`config.mk`:
```
export PLATFORM = sky130hd
export DESIGN_NAME = controle_vedacao_multi
export DESIGN_NICKNAME = d
export VERILOG_FILES = /design/src/rtl/controle_vedacao_multi.sv
export SDC_FILE = /design/constraint.sdc
export NUM_CORES = 1
export LEC_CHECK = 0
export CORE_MARGIN = 3
export CORE_UTILIZATION = 50
export CTS_BUF_LIST = sky130_fd_sc_hd__clkbuf_8
export CTS_CLUSTER_SIZE = 40
export DETAILED_ROUTE_END_ITERATION = 6
export MAX_ROUTING_LAYER = met4
export PLACE_DENSITY = 0.69
export SYNTH_ARGS = -nofsm -noshare
export SYNTH_HDL_FRONTEND = slang
export SYNTH_SLANG_ARGS = --single-unit
```
`constraint.sdc`:
```
create_clock -name clk -period 2.7 [get_ports clk]
set_clock_uncertainty 0.15 [all_clocks]
set_input_delay 0.54 -clock clk [delete_from_list [all_inputs] [get_ports clk]]
set_output_delay 0.54 -clock clk [all_outputs]
set_load 0.02 [all_outputs]
```
`src/rtl/controle_vedacao_multi.sv`:
```
// controle_vedacao_multi: sealing-station controller firing N stopper heads, simultaneous or sequential
module controle_vedacao_multi #(
  parameter int N_CABECAS       = 4,
  parameter int W_TEMPO         = 26,
  parameter int TEMPO_VEDACAO   = 25000000,
  parameter int TEMPO_INTERVALO = 0,
  parameter int MODO_SEQ        = 0,
  localparam int QW             = $clog2(N_CABECAS + 1)
) (
  input  logic                 clk,
  input  logic                 reset,
  input  logic                 cmd_iniciar,
  input  logic [N_CABECAS-1:0] mascara,
  input  logic                 alarme_rolha,
  output logic [N_CABECAS-1:0] vedacao_ativa,
  output logic                 decrementar_rolha,
  output logic [QW-1:0]        qtd_rolha,
  output logic                 tarefa_concluida,
  output logic                 erro_vedacao
);
  typedef enum logic [2:0] {IDLE, VEDANDO, INTERVALO, CONCLUIDO, ABORTADO} state_t;
  localparam logic [W_TEMPO-1:0] FIM_V = W_TEMPO'(TEMPO_VEDACAO - 1);
  localparam logic [W_TEMPO-1:0] FIM_I = W_TEMPO'(TEMPO_INTERVALO > 0 ? TEMPO_INTERVALO - 1 : 0);
  state_t               state;
  logic [W_TEMPO-1:0]   timer;
  logic [N_CABECAS-1:0] mask_q, cur, rem;
  function automatic logic [N_CABECAS-1:0] lowbit(input logic [N_CABECAS-1:0] m);
    return m & (~m + N_CABECAS'(1));
  endfunction
  function automatic logic [QW-1:0] popcount(input logic [N_CABECAS-1:0] m);
    logic [QW-1:0] c;
    c = '0;
    for (int i = 0; i < N_CABECAS; i++) c = c + QW'(m[i]);
    return c;
  endfunction
  // heads being driven now and what remains once they finish
  always_comb begin
    cur = (MODO_SEQ != 0) ? lowbit(mask_q) : mask_q;
    rem = mask_q & ~cur;
  end
  // sealing sequencer with registered Moore outputs computed alongside each transition
  always_ff @(posedge clk or negedge reset) begin
    if (!reset) begin
      state             <= IDLE;
      timer             <= '0;
      mask_q            <= '0;
      vedacao_ativa     <= '0;
      decrementar_rolha <= 1'b0;
      qtd_rolha         <= '0;
      tarefa_concluida  <= 1'b0;
      erro_vedacao      <= 1'b0;
    end else begin
      decrementar_rolha <= 1'b0;
      case (state)
        IDLE: begin
          timer <= '0;
          if (cmd_iniciar && !alarme_rolha) begin
            if (mascara != '0) begin
              state             <= VEDANDO;
              mask_q            <= mascara;
              vedacao_ativa     <= (MODO_SEQ != 0) ? lowbit(mascara) : mascara;
              decrementar_rolha <= 1'b1;
              qtd_rolha         <= (MODO_SEQ != 0) ? QW'(1) : popcount(mascara);
            end else begin
              state            <= CONCLUIDO;
              tarefa_concluida <= 1'b1;
            end
          end
        end
        VEDANDO: begin
          if (alarme_rolha) begin
            state         <= ABORTADO;
            vedacao_ativa <= '0;
            erro_vedacao  <= 1'b1;
          end else if (timer == FIM_V) begin
            timer  <= '0;
            mask_q <= rem;
            if (rem == '0 || MODO_SEQ == 0) begin
              state            <= CONCLUIDO;
              vedacao_ativa    <= '0;
              tarefa_concluida <= 1'b1;
            end else if (TEMPO_INTERVALO > 0) begin
              state         <= INTERVALO;
              vedacao_ativa <= '0;
            end else begin
              vedacao_ativa     <= lowbit(rem);
              decrementar_rolha <= 1'b1;
              qtd_rolha         <= QW'(1);
            end
          end else begin
            timer <= timer + 1'b1;
          end
        end
        INTERVALO: begin
          if (alarme_rolha) begin
            state        <= ABORTADO;
            erro_vedacao <= 1'b1;
          end else if (timer == FIM_I) begin
            state             <= VEDANDO;
            timer             <= '0;
            vedacao_ativa     <= cur;
            decrementar_rolha <= 1'b1;
            qtd_rolha         <= QW'(1);
          end else begin
            timer <= timer + 1'b1;
          end
        end
        CONCLUIDO, ABORTADO: begin
          if (!cmd_iniciar) begin
            state            <= IDLE;
            mask_q           <= '0;
            tarefa_concluida <= 1'b0;
            erro_vedacao     <= 1'b0;
          end
        end
        default: begin
          state             <= IDLE;
          timer             <= '0;
          mask_q            <= '0;
          vedacao_ativa     <= '0;
          qtd_rolha         <= '0;
          tarefa_concluida  <= 1'b0;
          erro_vedacao      <= 1'b0;
        end
      endcase
    end
  end
endmodule

```
# After elaboration in Yosys (flattened, before gate mapping)
# Cells that the tools add are included.
word_totals:
  n_memories: 0
  ram_bits: 0
  wordCells: 90
  rom_bits: 0
  ff_bits: 43
  input_bits: 8
  out_inout_bits: 10
  latchBits: 0
classes:
  n_reduce_logical: 15
  mul: 0
  n_eq_ne: 16
  n_div: 0
  addsub: 4
  n_lt_le_gt_ge: 0
  bitwise: 6
  shifts: 0
  mux: 41
ops:
  columns: ["cell", "n"]
  rows:
  - ["2-to-1 mux 26 bit", 4]
  - ["one-hot mux 26 bit (3 select lines)", 1]
  - ["2-to-1 mux 4 bit", 9]
  - ["one-hot mux 4 bit (4 select lines)", 2]
  - ["2-to-1 mux 3 bit", 9]
  - ["adder 26 x 1 -> 26 bit, second input constant", 1]
  - ["== test 26 x 25 -> 1 bit, second input constant", 1]
  - ["zero test 26 bit", 1]
  - ["AND reduction 6 bit", 3]
  - ["inequality test 2 bit, second input constant", 8]
  - ["one-hot mux 3 bit (4 select lines)", 1]
  - ["2-to-1 mux 1 bit", 10]
  - ["one-hot mux 3 bit (3 select lines)", 1]
  - ["== test 3 x 2 -> 1 bit, second input constant", 2]
  - ["inequality test 3 bit, second input constant", 2]
  - ["AND reduction 3 bit", 2]
  - ["AND reduction 5 bit", 1]
  - ["bitwise AND 4 bit", 1]
  - ["inverter 1 bit", 4]
  - ["inverter 4 bit", 1]
  - ["one-hot mux 1 bit (4 select lines)", 1]
  - ["AND reduction 4 bit", 1]
  - ["nonzero test 4 bit", 1]
  - ["OR reduction 2 bit", 2]
  - ["other kinds (13)", 13]

# Logic depth before layout (Yosys ltp)
logic_depth:
  ltp_word: 6
  depth_mapped: 9
  depth_no_buf: 7

# Worst setup path before layout
# OpenSTA, ideal clock, no wires.
synth_timing:
  path_type: "in2reg"
  from: "in alarme_rolha"
  to: "reg timer[24]"
  setup_slack_ns: 0.290
  t_arrival_ns: 2.182
  path_buffers: 1
  t_required_ns: 2.473
  setup_ns: 0.077
  stages: 6
  cell_sequence: "buf_6 -> maj3_2 -> mux2_4 -> or4_4 -> or3_1 -> a21oi_1"
synth_via:
  elab_chain_len: 2
  word_cells_on_any_way: 3
  classes_between: "2 x eq/ne; 1 x reduce/logical"
synth_lines:
  columns: ["item", "line", "text"]
  rows:
  - ["start: declaration", "14", "input logic alarme_rolha,"]
  - ["inequality test 2 bit (no line)", null, null]
  - ["AND reduction 3 bit (no line) (*)", null, null]
  - ["end signal: assignment", "91", "timer <= timer + 1'b1;"]
  - ["end signal: assignment", "105", "timer <= timer + 1'b1;"]
  - ["end: declaration", "25", "logic [W_TEMPO-1:0] timer;"]
# Every way passes the cells marked *; elsewhere a longest branch is shown, timed or not.
# A chain may end at the register's enable or synchronous reset.

# Worst setup path in the final report
layout_timing:
  from: "reg timer[0]"
  to: "reg mask_q[0] (netlist: cur[0])"
layout_via:
  elab_chain_len: 3
layout_lines:
  columns: ["item", "line", "text"]
  rows:
  - ["== test 26 x 25 -> 1 bit", "75", "end else if (timer == FIM_V) begin"]
  - ["inequality test 2 bit (no line)", null, null]
  - ["AND reduction 6 bit (no line)", null, null]
  - ["end signal: assignment", "60", "mask_q <= mascara;"]
  - ["end signal: assignment", "77", "mask_q <= rem;"]
  - ["end: declaration", "26", "logic [N_CABECAS-1:0] mask_q, cur, rem;"]
# No other way between the ends.

==> reports/qor.yml <==
min_path:
  min_to: "decrementar_rolha$_DFF_PN0_"
  holdCritStartpoint: "state[2]$_DFFE_PN0P_"
  min_path_cells: 1
  hold_path.class: "reg -> reg"
global_routing:
  grt_usage_pct: 23.6
  first_global_vias: 2295
  overflow: 0
  grt_antenna_before_repair: 0
  grt_max_degree: 23
  grt_pass1_wl_mm: 11.2
critical_path:
  critPathLaunchType: "flop"
  crit_type: "reg -> reg"
  end_kind: "flop"
  r2r-end: "cur[0]$_DFFE_PN0P_"
  crit_path_max_incr_delay_ns: 0.60
  reg2reg_setup_slack_ns: 0.17
  worstPathRequired_ns: 2.73
  crit_arrival_ns: 2.57
  crit_top_cell: "nand3_1"
  r2r_start: "timer[0]$_DFFE_PN0P_"
  cp_slowest_cell: "or4_1"
  crit_chain: "ha_1, nand3_1, or4_1, o21ai_0, nand3_1, mux2_2"
  ff2ff_path_depth: 6
  worst-path-max-fanout: 5
placement:
  place_ws_ns: -0.278
  portBuffers: 17
  place_inst: 375
  globalplace.congestion: 0.925
  hpwl_mm: 4.69
yosys:
  synthFlopType: "dfrtp_1"
  yosysWarnings: 0
  postSynth.asyncResetShare_pct: 100
  synth_edf_count: 0
  synth_cell_types: 58
  synth_area_um2: 2610
  syn_inst: 282
  ys_ff_latch: 43
  synth_area_per_cell_um2: 9.25
  ys_seq_area_share_pct: 41.3
  synth_nets: 296
finish:
  finalNetCount: 330
  drive_above_1_share_pct: 16.5
  layout_common_cells: "dfrtp_1, buf_4, nand2_1"
  mostFrequentLayoutCell: "dfrtp_1"
  diodes: 0
  syn2layout_area_growth_pct: 18.2
  layout.cells.non_filler: 383
flow_run:
  max_cap_violations: 0
timing:
  whs_ns: 0.313
  finalSetupViolations: 0
  rsz0062_at_grt: "false"
  hold_viol: 0
  worst_slew_pin_slew_ns: 0.429
  fin_ws_ns: 0.167
  max_freq_ghz: 0.395
  slew_headroom_pct: 70.9
  finalCritPeriodShare_pct: 93.8
  drv_slew: 0
  fin_crit_ns: 2.53
drt:
  drcViolationCount: 0
  ant_nets: 0
  drt_pass1_iterations: 5
  vias: 2361
  viasPerCell: 6.16
  drtIter0Drc: 317
  routedWlPerCell_um: 16.6
  drt-total-wl_mm: 6.35
run_status:
  status: "completed"
floorplan:
  die_h_um: 78.2
  die_w_um: 78.2
  initial_core_util_pct: 53.4
  top_level_ports: 18
  core_um2: 4880
  rows: 25
  dieArea_um2: 6120
clocking:
  post_cts_buffers: 0
  clk_latency_ns: 0.30
  path_clk_slew_ns: 0.08
  htree_num_levels: 2
  root_buffer: "clkbuf_8"
  cts.sinks: 43
  cts_tree: "built"
  cts_buffers: 5
  clockBufferDepth: 2
pwr:
  power_leakage_nw: 1.27
  vdd_drop_max_uv: 590
  p_per_area_nw_per_um2: 845
worst max path at each step:
stage	from	to	slack, ns	depth (start not counted)
2_1_floorplan	alarme_rolha	timer[24]$_DFFE_PN0P_	0.29	6
3_3_place_gp	mascara[0]	vedacao_ativa[0]$_DFFE_PN0P_	-0.17	8
3_5_place_dp	mascara[0]	vedacao_ativa[3]$_DFFE_PN0P_	-0.28	8
4_1_cts	mascara[0]	vedacao_ativa[3]$_DFFE_PN0P_	0.03	8
5_1_grt	timer[0]$_DFFE_PN0P_	cur[0]$_DFFE_PN0P_	0.03	6
6_report	timer[0]$_DFFE_PN0P_	cur[0]$_DFFE_PN0P_	0.17	6
flip-flops by register name, summed over array words and instances (netlist names):
name	count
timer	26
cur	4
vedacao_ativa	4
qtd_rolha	3
state	3
decrementar_rolha	1
erro_vedacao	1
tarefa_concluida	1
where the power goes:
part           leakage [nW]  switching [mW]  internal (mW)
Sequential            0.580          0.0689          0.758
Clock                0.0470           0.219          0.201
Combinational         0.641           0.745          0.610
Total                  1.27            1.03           1.57
critical path: cells and delay by family (launching register included):
family	cells	cell delay, ns
and+or+nand+nor	3	1.04
DFF	1	0.42
muxes	1	0.34
AOI/OAI and AO/OA	1	0.28
adders and majority gates	1	0.19
what timing repair did:
action / 4_1_cts / 5_1_grt
gates resized for setup: 0 / 1
hold buffers: 1 / 0
hold endpoints to repair: 9 / 0
setup endpoints to repair: 0 / 5
final cells by class:
cell class / instances / area (um2)
timing repair buffer: 43 / 388
sequential: 43 / 1080
tap: 67 / 83.8
fill: 440 / 1800
clock inverter: 1 / 5.00
multi-input combinational: 210 / 1400
clock buffer: 6 / 82.6
inverter: 13 / 48.8
through the flow:
step	utilization, %	setup TNS (ns)	power (mW)	instance area, um2
floorplan	-	0	1.71	2610
global placement	61.2	-0.846	2.18	2980
detailed placement	61.2	-1.79	2.19	2980
CTS	63.2	0	2.61	3080
global route	63.2	0	2.79	3080
finish	63.2	0	2.60	3080
cells by family (layout without fill, tap and decap cells):
| group | Yosys count | in the layout | share of synthesized area, % |
|---|---|---|---|
| buffers and inverters | 29 | 63 | 5.13 |
| adder cells (fa/ha/maj) | 7 | 7 | 3.60 |
| AND/OR/NAND/NOR | 104 | 104 | 21.4 |
| XOR/XNOR | 3 | 3 | 1.01 |
| flip-flops | 43 | 43 | 41.3 |
| multiplexers | 13 | 13 | 5.61 |
| AO/OA/AOI/OAI | 83 | 83 | 22.0 |
routing by layer:
| metal | share of wire (%) | track usage, % | up-vias |
|---|---|---|---|
| met5 | 0 | - | - |
| li1 | - | - | 1135 |
| met4 | 1.4 | 7.17 | 0 |
| met3 | 4.6 | 4.01 | 9 |
| met2 | 46 | 35.0 | 58 |
| met1 | 48 | 33.2 | 1159 |
cells in the mapped netlist (2+ instances only):
cell | count | area (um2)
or4_1 | 5 | 37.5
o22ai_1 | 7 | 43.8
clkbuf_1 | 7 | 26.3
ha_1 | 5 | 62.6
o32ai_1 | 7 | 61.3
buf_2 | 4 | 20.0
dfrtp_1 | 43 | 1080
and3_1 | 2 | 12.5
inv_1 | 13 | 48.8
nand2_1 | 20 | 75.1
nor4b_1 | 2 | 17.5
nand4_1 | 7 | 43.8
nor2_1 | 17 | 63.8
nor3_1 | 6 | 30.0
nand3_1 | 15 | 75.1
buf_6 | 2 | 22.5
mux2i_1 | 3 | 30.0
o31ai_1 | 10 | 75.1
a21boi_0 | 2 | 15.0
a21o_1 | 4 | 30.0
nor4_1 | 7 | 43.8
and2_1 | 6 | 37.5
o21bai_1 | 3 | 22.5
mux2_2 | 9 | 101
nor2b_1 | 2 | 12.5
a22o_1 | 2 | 17.5
o21a_1 | 4 | 30.0
xnor2_1 | 2 | 17.5
nand2b_1 | 2 | 12.5
or2_2 | 4 | 25.0
or3_1 | 4 | 25.0
o21ai_0 | 19 | 95.1
a2111oi_0 | 3 | 26.3
a31oi_1 | 3 | 18.8
a21oi_1 | 8 | 40.0
Note: power is estimated with default switching activity, not from simulation.
